**src/rtl/serv_rf_access_if.sv**
```systemverilog
// serv_rf_access_if -- command/response bus between a client and serv_rf_access.
//   Command: i_cmd_valid/o_cmd_ready handshake, i_cmd_wr (0=read, 1=write),
//            i_cmd_rs1/i_cmd_rs2/i_cmd_rd register indices, i_cmd_wdata.
//   Response: o_rsp_valid/i_rsp_ready handshake, o_rsp_rdata0 (rs1), o_rsp_rdata1 (rs2).
//   With SERV_RF_ACCESS_DUAL_WRITE_EN defined, the command also carries
//   i_cmd_rd1, i_cmd_wen1 and i_cmd_wdata1 for the second write port.
// Signal names are given from the access block's point of view (i_ = into it).
interface serv_rf_access_if #(
  parameter int csr_regs = 4
);
  localparam int RW = $clog2(32 + csr_regs);

  logic          i_cmd_valid;
  logic          o_cmd_ready;
  logic          i_cmd_wr;
  logic [RW-1:0] i_cmd_rs1;
  logic [RW-1:0] i_cmd_rs2;
  logic [RW-1:0] i_cmd_rd;
  logic [31:0]   i_cmd_wdata;
`ifdef SERV_RF_ACCESS_DUAL_WRITE_EN
  logic [RW-1:0] i_cmd_rd1;
  logic          i_cmd_wen1;
  logic [31:0]   i_cmd_wdata1;
`endif
  logic          o_rsp_valid;
  logic          i_rsp_ready;
  logic [31:0]   o_rsp_rdata0;
  logic [31:0]   o_rsp_rdata1;

  modport master (
    output i_cmd_valid, i_cmd_wr, i_cmd_rs1, i_cmd_rs2, i_cmd_rd, i_cmd_wdata,
`ifdef SERV_RF_ACCESS_DUAL_WRITE_EN
    output i_cmd_rd1, i_cmd_wen1, i_cmd_wdata1,
`endif
    output i_rsp_ready,
    input  o_cmd_ready, o_rsp_valid, o_rsp_rdata0, o_rsp_rdata1
  );

  modport slave (
    input  i_cmd_valid, i_cmd_wr, i_cmd_rs1, i_cmd_rs2, i_cmd_rd, i_cmd_wdata,
`ifdef SERV_RF_ACCESS_DUAL_WRITE_EN
    input  i_cmd_rd1, i_cmd_wen1, i_cmd_wdata1,
`endif
    input  i_rsp_ready,
    output o_cmd_ready, o_rsp_valid, o_rsp_rdata0, o_rsp_rdata1
  );
endinterface

```
**src/rtl/serv_rf_access.sv**
```systemverilog
// serv_rf_access -- turns a parallel read/write command into a bit-serial
// register-file access (SERV style RF: request, wait for ready, 32-cycle
// LSB-first transfer) and returns a parallel response.
//
// Ports:
//   i_clk, i_rst          clock, synchronous active-high reset
//   bus (slave)           command/response handshake bus (serv_rf_access_if)
//   o_rreq / o_wreq       read / write request strobes to the RF
//   i_ready               RF ready, honoured only in REQ/WAIT
//   o_rreg0/1, o_wreg0/1  register indices
//   o_wen0/1, o_wdata0/1  serial write enables and data
//   i_rdata0/1            serial read data
//
// Optional feature: define SERV_RF_ACCESS_DUAL_WRITE_EN to enable the second
// write port (o_wreg1/o_wen1/o_wdata1 driven from the command); otherwise
// those outputs are constant 0.
module serv_rf_access #(
  parameter  int csr_regs = 4,
  localparam int RW       = $clog2(32 + csr_regs)
) (
  input  logic          i_clk,
  input  logic          i_rst,
  serv_rf_access_if.slave bus,
  output logic          o_rreq,
  output logic          o_wreq,
  input  logic          i_ready,
  output logic [RW-1:0] o_rreg0,
  output logic [RW-1:0] o_rreg1,
  output logic [RW-1:0] o_wreg0,
  output logic [RW-1:0] o_wreg1,
  output logic          o_wen0,
  output logic          o_wen1,
  output logic          o_wdata0,
  output logic          o_wdata1,
  input  logic          i_rdata0,
  input  logic          i_rdata1
);

  typedef enum logic [2:0] {
    S_IDLE, S_REQ, S_WAIT, S_XFER, S_RSP
  } state_t;

  state_t        r_state, w_next;
  logic          w_accept;
  logic [4:0]    r_cnt;
  logic          r_wr;
  logic [RW-1:0] r_rs1, r_rs2, r_rd;
  logic [31:0]   r_wdata;
  logic [31:0]   r_rdata0, r_rdata1;
`ifdef SERV_RF_ACCESS_DUAL_WRITE_EN
  logic [RW-1:0] r_rd1;
  logic          r_wen1;
  logic [31:0]   r_wdata1;
`endif

  always_ff @(posedge i_clk) begin
    if (i_rst) begin
      r_state  <= S_IDLE;
      r_cnt    <= '0;
      r_wr     <= 1'b0;
      r_rs1    <= '0;
      r_rs2    <= '0;
      r_rd     <= '0;
      r_wdata  <= '0;
      r_rdata0 <= '0;
      r_rdata1 <= '0;
`ifdef SERV_RF_ACCESS_DUAL_WRITE_EN
      r_rd1    <= '0;
      r_wen1   <= 1'b0;
      r_wdata1 <= '0;
`endif
    end else begin
      r_state <= w_next;
      if (w_accept) begin
        r_wr     <= bus.i_cmd_wr;
        r_rs1    <= bus.i_cmd_rs1;
        r_rs2    <= bus.i_cmd_rs2;
        r_rd     <= bus.i_cmd_rd;
        r_wdata  <= bus.i_cmd_wdata;
        // Cleared here so a write response reads back as zero.
        r_rdata0 <= '0;
        r_rdata1 <= '0;
`ifdef SERV_RF_ACCESS_DUAL_WRITE_EN
        r_rd1    <= bus.i_cmd_rd1;
        r_wen1   <= bus.i_cmd_wen1;
        r_wdata1 <= bus.i_cmd_wdata1;
`endif
      end
      if (r_state == S_XFER) begin
        // 5-bit counter wraps 31 -> 0, leaving it ready for the next command.
        r_cnt <= r_cnt + 5'd1;
        if (!r_wr) begin
          r_rdata0[r_cnt] <= i_rdata0;
          r_rdata1[r_cnt] <= i_rdata1;
        end
      end
    end
  end

  always_comb begin
    w_next          = r_state;
    w_accept        = 1'b0;
    bus.o_cmd_ready = 1'b0;
    o_rreq          = 1'b0;
    o_wreq          = 1'b0;
    o_wen0          = 1'b0;
    o_wdata0        = 1'b0;
    o_wen1          = 1'b0;
    o_wdata1        = 1'b0;
    case (r_state)
      S_IDLE: begin
        bus.o_cmd_ready = 1'b1;
        if (bus.i_cmd_valid) begin
          w_accept = 1'b1;
          w_next   = S_REQ;
        end
      end
      S_REQ: begin
        o_rreq = !r_wr;
        o_wreq = r_wr;
        w_next = i_ready ? S_XFER : S_WAIT;
      end
      S_WAIT: begin
        // Read request is a single pulse; write request is held until ready.
        o_wreq = r_wr;
        if (i_ready) w_next = S_XFER;
      end
      S_XFER: begin
        if (r_wr) begin
          // x0 is hardwired zero: run the transfer but never enable the write.
          o_wen0   = (r_rd != '0);
          o_wdata0 = r_wdata[r_cnt];
`ifdef SERV_RF_ACCESS_DUAL_WRITE_EN
          o_wen1   = r_wen1;
          o_wdata1 = r_wdata1[r_cnt];
`endif
        end
        if (r_cnt == 5'd31) w_next = S_RSP;
      end
      S_RSP: begin
        if (bus.i_rsp_ready) w_next = S_IDLE;
      end
      default: w_next = S_IDLE;
    endcase
  end

  assign bus.o_rsp_valid  = (r_state == S_RSP);
  assign bus.o_rsp_rdata0 = r_rdata0;
  assign bus.o_rsp_rdata1 = r_rdata1;
  assign o_rreg0          = r_rs1;
  assign o_rreg1          = r_rs2;
  assign o_wreg0          = r_rd;
`ifdef SERV_RF_ACCESS_DUAL_WRITE_EN
  assign o_wreg1          = r_rd1;
`else
  assign o_wreg1          = '0;
`endif

endmodule

```
**src/flat_wrapper.sv**
```systemverilog
// flat-port wrapper written by rule: the top's interface ports become plain ports
module serv_rf_access_flat 
#(
  parameter  int csr_regs = 4,
  localparam int RW       = $clog2(32 + csr_regs)
)
  (i_clk, i_rst, o_rreq, o_wreq, i_ready, o_rreg0, o_rreg1, o_wreg0, o_wreg1, o_wen0, o_wen1, o_wdata0, o_wdata1, i_rdata0, i_rdata1, bus_i_cmd_valid, bus_i_cmd_wr, bus_i_cmd_rs1, bus_i_cmd_rs2, bus_i_cmd_rd, bus_i_cmd_wdata, bus_i_rsp_ready, bus_o_cmd_ready, bus_o_rsp_valid, bus_o_rsp_rdata0, bus_o_rsp_rdata1);
  serv_rf_access_if #(.csr_regs(csr_regs)) bus_i ();
  input  logic i_clk;
  input  logic i_rst;
  output logic o_rreq;
  output logic o_wreq;
  input  logic i_ready;
  output logic [RW-1:0] o_rreg0;
  output logic [RW-1:0] o_rreg1;
  output logic [RW-1:0] o_wreg0;
  output logic [RW-1:0] o_wreg1;
  output logic o_wen0;
  output logic o_wen1;
  output logic o_wdata0;
  output logic o_wdata1;
  input  logic i_rdata0;
  input  logic i_rdata1;
  input wire logic [$bits(bus_i.i_cmd_valid)-1:0] bus_i_cmd_valid;
  input wire logic [$bits(bus_i.i_cmd_wr)-1:0] bus_i_cmd_wr;
  input wire logic [$bits(bus_i.i_cmd_rs1)-1:0] bus_i_cmd_rs1;
  input wire logic [$bits(bus_i.i_cmd_rs2)-1:0] bus_i_cmd_rs2;
  input wire logic [$bits(bus_i.i_cmd_rd)-1:0] bus_i_cmd_rd;
  input wire logic [$bits(bus_i.i_cmd_wdata)-1:0] bus_i_cmd_wdata;
  input wire logic [$bits(bus_i.i_rsp_ready)-1:0] bus_i_rsp_ready;
  output wire logic [$bits(bus_i.o_cmd_ready)-1:0] bus_o_cmd_ready;
  output wire logic [$bits(bus_i.o_rsp_valid)-1:0] bus_o_rsp_valid;
  output wire logic [$bits(bus_i.o_rsp_rdata0)-1:0] bus_o_rsp_rdata0;
  output wire logic [$bits(bus_i.o_rsp_rdata1)-1:0] bus_o_rsp_rdata1;
  assign bus_i.i_cmd_valid = bus_i_cmd_valid;
  assign bus_i.i_cmd_wr = bus_i_cmd_wr;
  assign bus_i.i_cmd_rs1 = bus_i_cmd_rs1;
  assign bus_i.i_cmd_rs2 = bus_i_cmd_rs2;
  assign bus_i.i_cmd_rd = bus_i_cmd_rd;
  assign bus_i.i_cmd_wdata = bus_i_cmd_wdata;
  assign bus_i.i_rsp_ready = bus_i_rsp_ready;
  assign bus_o_cmd_ready = bus_i.o_cmd_ready;
  assign bus_o_rsp_valid = bus_i.o_rsp_valid;
  assign bus_o_rsp_rdata0 = bus_i.o_rsp_rdata0;
  assign bus_o_rsp_rdata1 = bus_i.o_rsp_rdata1;
  serv_rf_access #(.csr_regs(csr_regs)) u_core (.i_clk(i_clk), .i_rst(i_rst), .bus(bus_i), .o_rreq(o_rreq), .o_wreq(o_wreq), .i_ready(i_ready), .o_rreg0(o_rreg0), .o_rreg1(o_rreg1), .o_wreg0(o_wreg0), .o_wreg1(o_wreg1), .o_wen0(o_wen0), .o_wen1(o_wen1), .o_wdata0(o_wdata0), .o_wdata1(o_wdata1), .i_rdata0(i_rdata0), .i_rdata1(i_rdata1));
endmodule
```
**config.mk**
```make
export PLATFORM = sky130hd
export DESIGN_NAME = serv_rf_access_flat
export DESIGN_NICKNAME = d
export VERILOG_FILES = /design/src/rtl/serv_rf_access_if.sv /design/src/rtl/serv_rf_access.sv /design/src/flat_wrapper.sv
export SDC_FILE = /design/constraint.sdc
export NUM_CORES = 1
export LEC_CHECK = 0
export ABC_AREA = 1
export ABC_CLOCK_PERIOD_IN_PS = 2000
export BUFFER_PORTS_ARGS = -buffer_cell sky130_fd_sc_hd__buf_2
export CORE_ASPECT_RATIO = 0.9
export CORE_UTILIZATION = 51
export DETAILED_ROUTE_END_ITERATION = 12
export MAX_ROUTING_LAYER = met4
export PLACE_DENSITY = 0.81
export RECOVER_POWER = 25
export SETUP_SLACK_MARGIN = 0.5
export SYNTH_ARGS = -nofsm -noshare
export SYNTH_HDL_FRONTEND = slang
export SYNTH_SLANG_ARGS = --single-unit
export TNS_END_PERCENT = 30
```
**constraint.sdc**
```tcl
create_clock -name i_clk -period 2 [get_ports i_clk]
set_clock_uncertainty 0.15 [all_clocks]
set_input_delay 0.4 -clock i_clk [delete_from_list [all_inputs] [get_ports i_clk]]
set_output_delay 0.4 -clock i_clk [all_outputs]
set_load 0.02 [all_outputs]
```
==> impl_results.md <==
- Worst-margin pin slew: 1.050 ns
- Synth area leader: dfxtp_1
- Die W: 108.4 microns
- M1 WL: 8738 microns
- Row count: 34
- Storage cell area: 2507 sq um
- Most used flip-flop cell after synthesis: dfxtp_1
- Clock Pin Slew Worst Setup and Hold Paths: 0.06 ns
- Drt first-iter violations: 962
- Largest net degree at the start of global routing: 100
- Slack of the critical path: -0.4876 ns
- Final core utilization: 91.11%
- Count leader, synth: nand2_1
- Number of global-route vias before repair: 5622
- Mux cell area share after synthesis: 0%
- Simple-gate area share of the yosys netlist: 19.61%
- IO buf count: 145
- Gr usage total: 33.95%
- Average wire per standard cell: 23.89 microns
- Final period util: 124.4%
- Root buffer cell: clkbuf_16
- GRT overflow: 0
- Area of the mapped netlist: 5195 sq um
- CTS buffer count: 17
- Slew headroom: 30.02%
- Final hold violation count: 0
- Delay of the slowest critical-path stage: 0.44 ns
- Final cell count without fillers: 1043
- Arrival time at the worst endpoint: 1.94 ns
- Syn avg cell area: 7.296 sq um
- Cells after DPL: 955
- Met2 WL: 11420 microns
- Share of post-route cells with drive strength above 1: 55.35%
- First-pass GRT wire length: 27080 microns
- FF-to-FF path depth: 12
- XOR/XNOR Fraction of Synth Area: 0%
- Seq cells post-synth: 123
- Hold WS: 0.07271 ns
- Uppermost routed layer: met4
- Die area: 10590 sq um
- Final wirelength: 24910 microns
- Area growth syn-to-layout: 71.60%
- Synthesized instance count: 712
- Post-DP HPWL: 9521 microns
- Post-synthesis compound-gate area fraction: 22.42%
- Status: finished with violations
- GPL Wtd Cong: 0.8752
- TritonCTS clock tree: built
- Setup CP Type: flop to output pin
- Final setup fails: 28
- Crit path top cell by count: nand2_1
- # DRC: 0
- Critical Path Sink Type: output pin
- Power density over the cells: 1169 nW/um^2
- Share of the synthesized area in the top cell type: 47.40%
- Fill cells: 371
- Kind of start point of the critical path: flop
- Max Cap Viol: 0
- Worst-path cell chain: buf_12 -> buf_16 -> nand2_1 -> nand3_1 -> nand2_1 -> nand2_1 -> nand2_2 -> nor2_4 -> a21oi_4 -> buf_6
- Final Max Slew Viols: 0
- Die Y: 97.75 microns
- Max Fanout on Critical Path: 8
- Worst vdd ir: 1080 uV
- Final net count: 966
- Shortest period the worst path allows: 2.488 ns
- Hold Path Class: input port to flop
- DRT antenna net count: 0
- Unique masters post-synth: 25
- I/O pin total: 154
- Failing checks: setup timing
- Initial Util: 53.09%
- Sequential share of the synthesized area: 47.40%
- CTS Hold Bufs: 0
- Number of buffer and inverter stages on the critical path: 3
- DR vias/cell: 6.420
- Post-synth top cells: nand2_1 (162), dfxtp_1 (123), a21oi_1 (122)
- RSZ-0062 raised after global routing: yes
- Worst path slowest cell: dfxtp_4
- DR vias: 6696
- DR pass1 iterations: 6
- Worst-Skew Late Latency: 0.43 ns
- Asr flop ratio synth: 0%
- Post-synth EDFFs: 0
- Leak pwr: 0.003762 uW
- Worst path top cell family by delay: simple AND/OR/NAND/NOR gates
- DR WL met3: 2647 microns
- H-tree depth: 4
- Synth warn: 0
- Main area contributors after synthesis: dfxtp_1 (47%), a21oi_1 (12%), nand2_1 (12%), o21ai_0 (9.4%), inv_1 (4.0%)
- Clock Tree Buf Depth: 2
- Core Area: 9784 sq um
- Post-Synth Adder-Cell Area: 1.204%
- Hold Path Stages: 3
- Initial antenna violation count: 1
- Clock sink count: 123
- Fmax achieved: 402.0 MHz
- Combinational family with the most area after synthesis: compound AO/OA/AOI/OAI gates
- Worst path required time: 1.45 ns
- Multi-input logic area: 3636 sq um
- WP depth: 10
flip-flops by register name (all words and copies together), names as in the netlist:
signal,flops
u_core.r_wr,1
u_core.bus.o_rsp_rdata1,32
u_core.o_wreg0,6
u_core.r_wdata,32
u_core.r_state,3
u_core.o_rreg0,6
u_core.o_rreg1,6
u_core.r_cnt,5
u_core.bus.o_rsp_rdata0,32
kinds of logic after synthesis:
group | count (synthesis)
simple gates | 238
compound gates | 231
flops | 123
buf+inv | 114
fa+ha+maj | 5
other cells | 1
routing by layer:
layer  track usage (%)  up-vias
li1                  -     2737
met1             38.96     3040
met2             53.41      680
met3             7.677      239
met4             21.31        0
met5                 -        -
worst paths after layout:
check / startpoint / end / slack [ns]
setup / recovery: u_core.r_cnt[0] / o_wdata0 / -0.49
hold reg to reg: u_core.bus.o_rsp_rdata0[10] / u_core.bus.o_rsp_rdata0[10] / 0.31
setup reg to reg: u_core.r_cnt[1] / u_core.bus.o_rsp_rdata0[5] / -0.20
hold / removal: bus_i_cmd_rs1[2] / u_core.o_rreg0[2] / 0.07
report_power, final:
| group | leakage, uW | internal [uW] | switching (uW) | total (uW) |
|---|---|---|---|---|
| logic | 0.00244 | 1520 | 2440 | 3950 |
| registers | 0.00101 | 2800 | 275 | 3080 |
| clock network | 0.000312 | 2190 | 1210 | 3390 |
metrics by stage:
stage,TNS [ns],setup slack (ns),total power (uW),instance area (sq um)
2_1_floorplan,0,0.3305,4552,5411
3_3_place_gp,0,0.1972,4965,6166
3_5_place_dp,0,0.1467,5046,6166
4_1_cts,-0.1620,-0.1620,8856,7457
5_1_grt,-2.638,-0.5344,10660,8915
6_report,-1.907,-0.4876,10430,8915
cells in the final DEF, fill, tap and decap left out, types with 4 or more instances in the layout:
master	netlist	routed
nor3_4	0	10
a21oi_1	122	80
buf_4	8	60
conb_1	1	8
clkinv_2	0	4
buf_2	20	106
buf_6	0	28
nand3_1	36	12
clkbuf_1	26	8
a21oi_2	0	37
o21ai_2	0	57
o21ai_0	98	6
dfxtp_4	0	9
clkbuf_16	0	18
a21oi_4	0	5
nor2_4	1	8
nand2_2	1	22
nand2_1	162	105
dfxtp_2	0	9
bufinv_16	0	4
inv_1	56	41
inv_2	4	8
nand2_4	0	24
inv_4	0	6
o21ai_1	6	29
nand3_4	0	5
nor2_1	19	12
buf_12	0	13
dfxtp_1	123	105
nand2_8	0	12
nand3_2	2	21
o21ai_4	0	12
worst register-to-register path, delay by kind of cell (launching register included):
kind	cells	cell delay, ns
adder cells (fa/ha/maj)	1	0.17
AO/OA/AOI/OAI	2	0.44
flip-flops	1	0.42
AND/OR/NAND/NOR	3	0.24
buffers and inverters	6	0.67
layout make-up:
class | instances | area share [%]
clock inverter | 11 | 1.853
antenna | 1 | 0.02807
multi-input combinational | 482 | 40.79
sequential | 123 | 28.13
clock buffer | 21 | 5.291
timing repair buffer | 217 | 18.67
timing repair inverter | 2 | 0.2807
tap | 126 | 1.768
inverter | 60 | 3.200
what timing repair did:
action | 4_1_cts | 5_1_grt
setup buffers | 25 | 27
pin swaps | 45 | 89
gates cloned | 1 | 2
endpoints found under the hold margin | 0 | 0
setup endpoints to repair | 115 | 150
gates resized for setup | 173 | 322
Note: power is estimated with default switching activity, not from simulation.
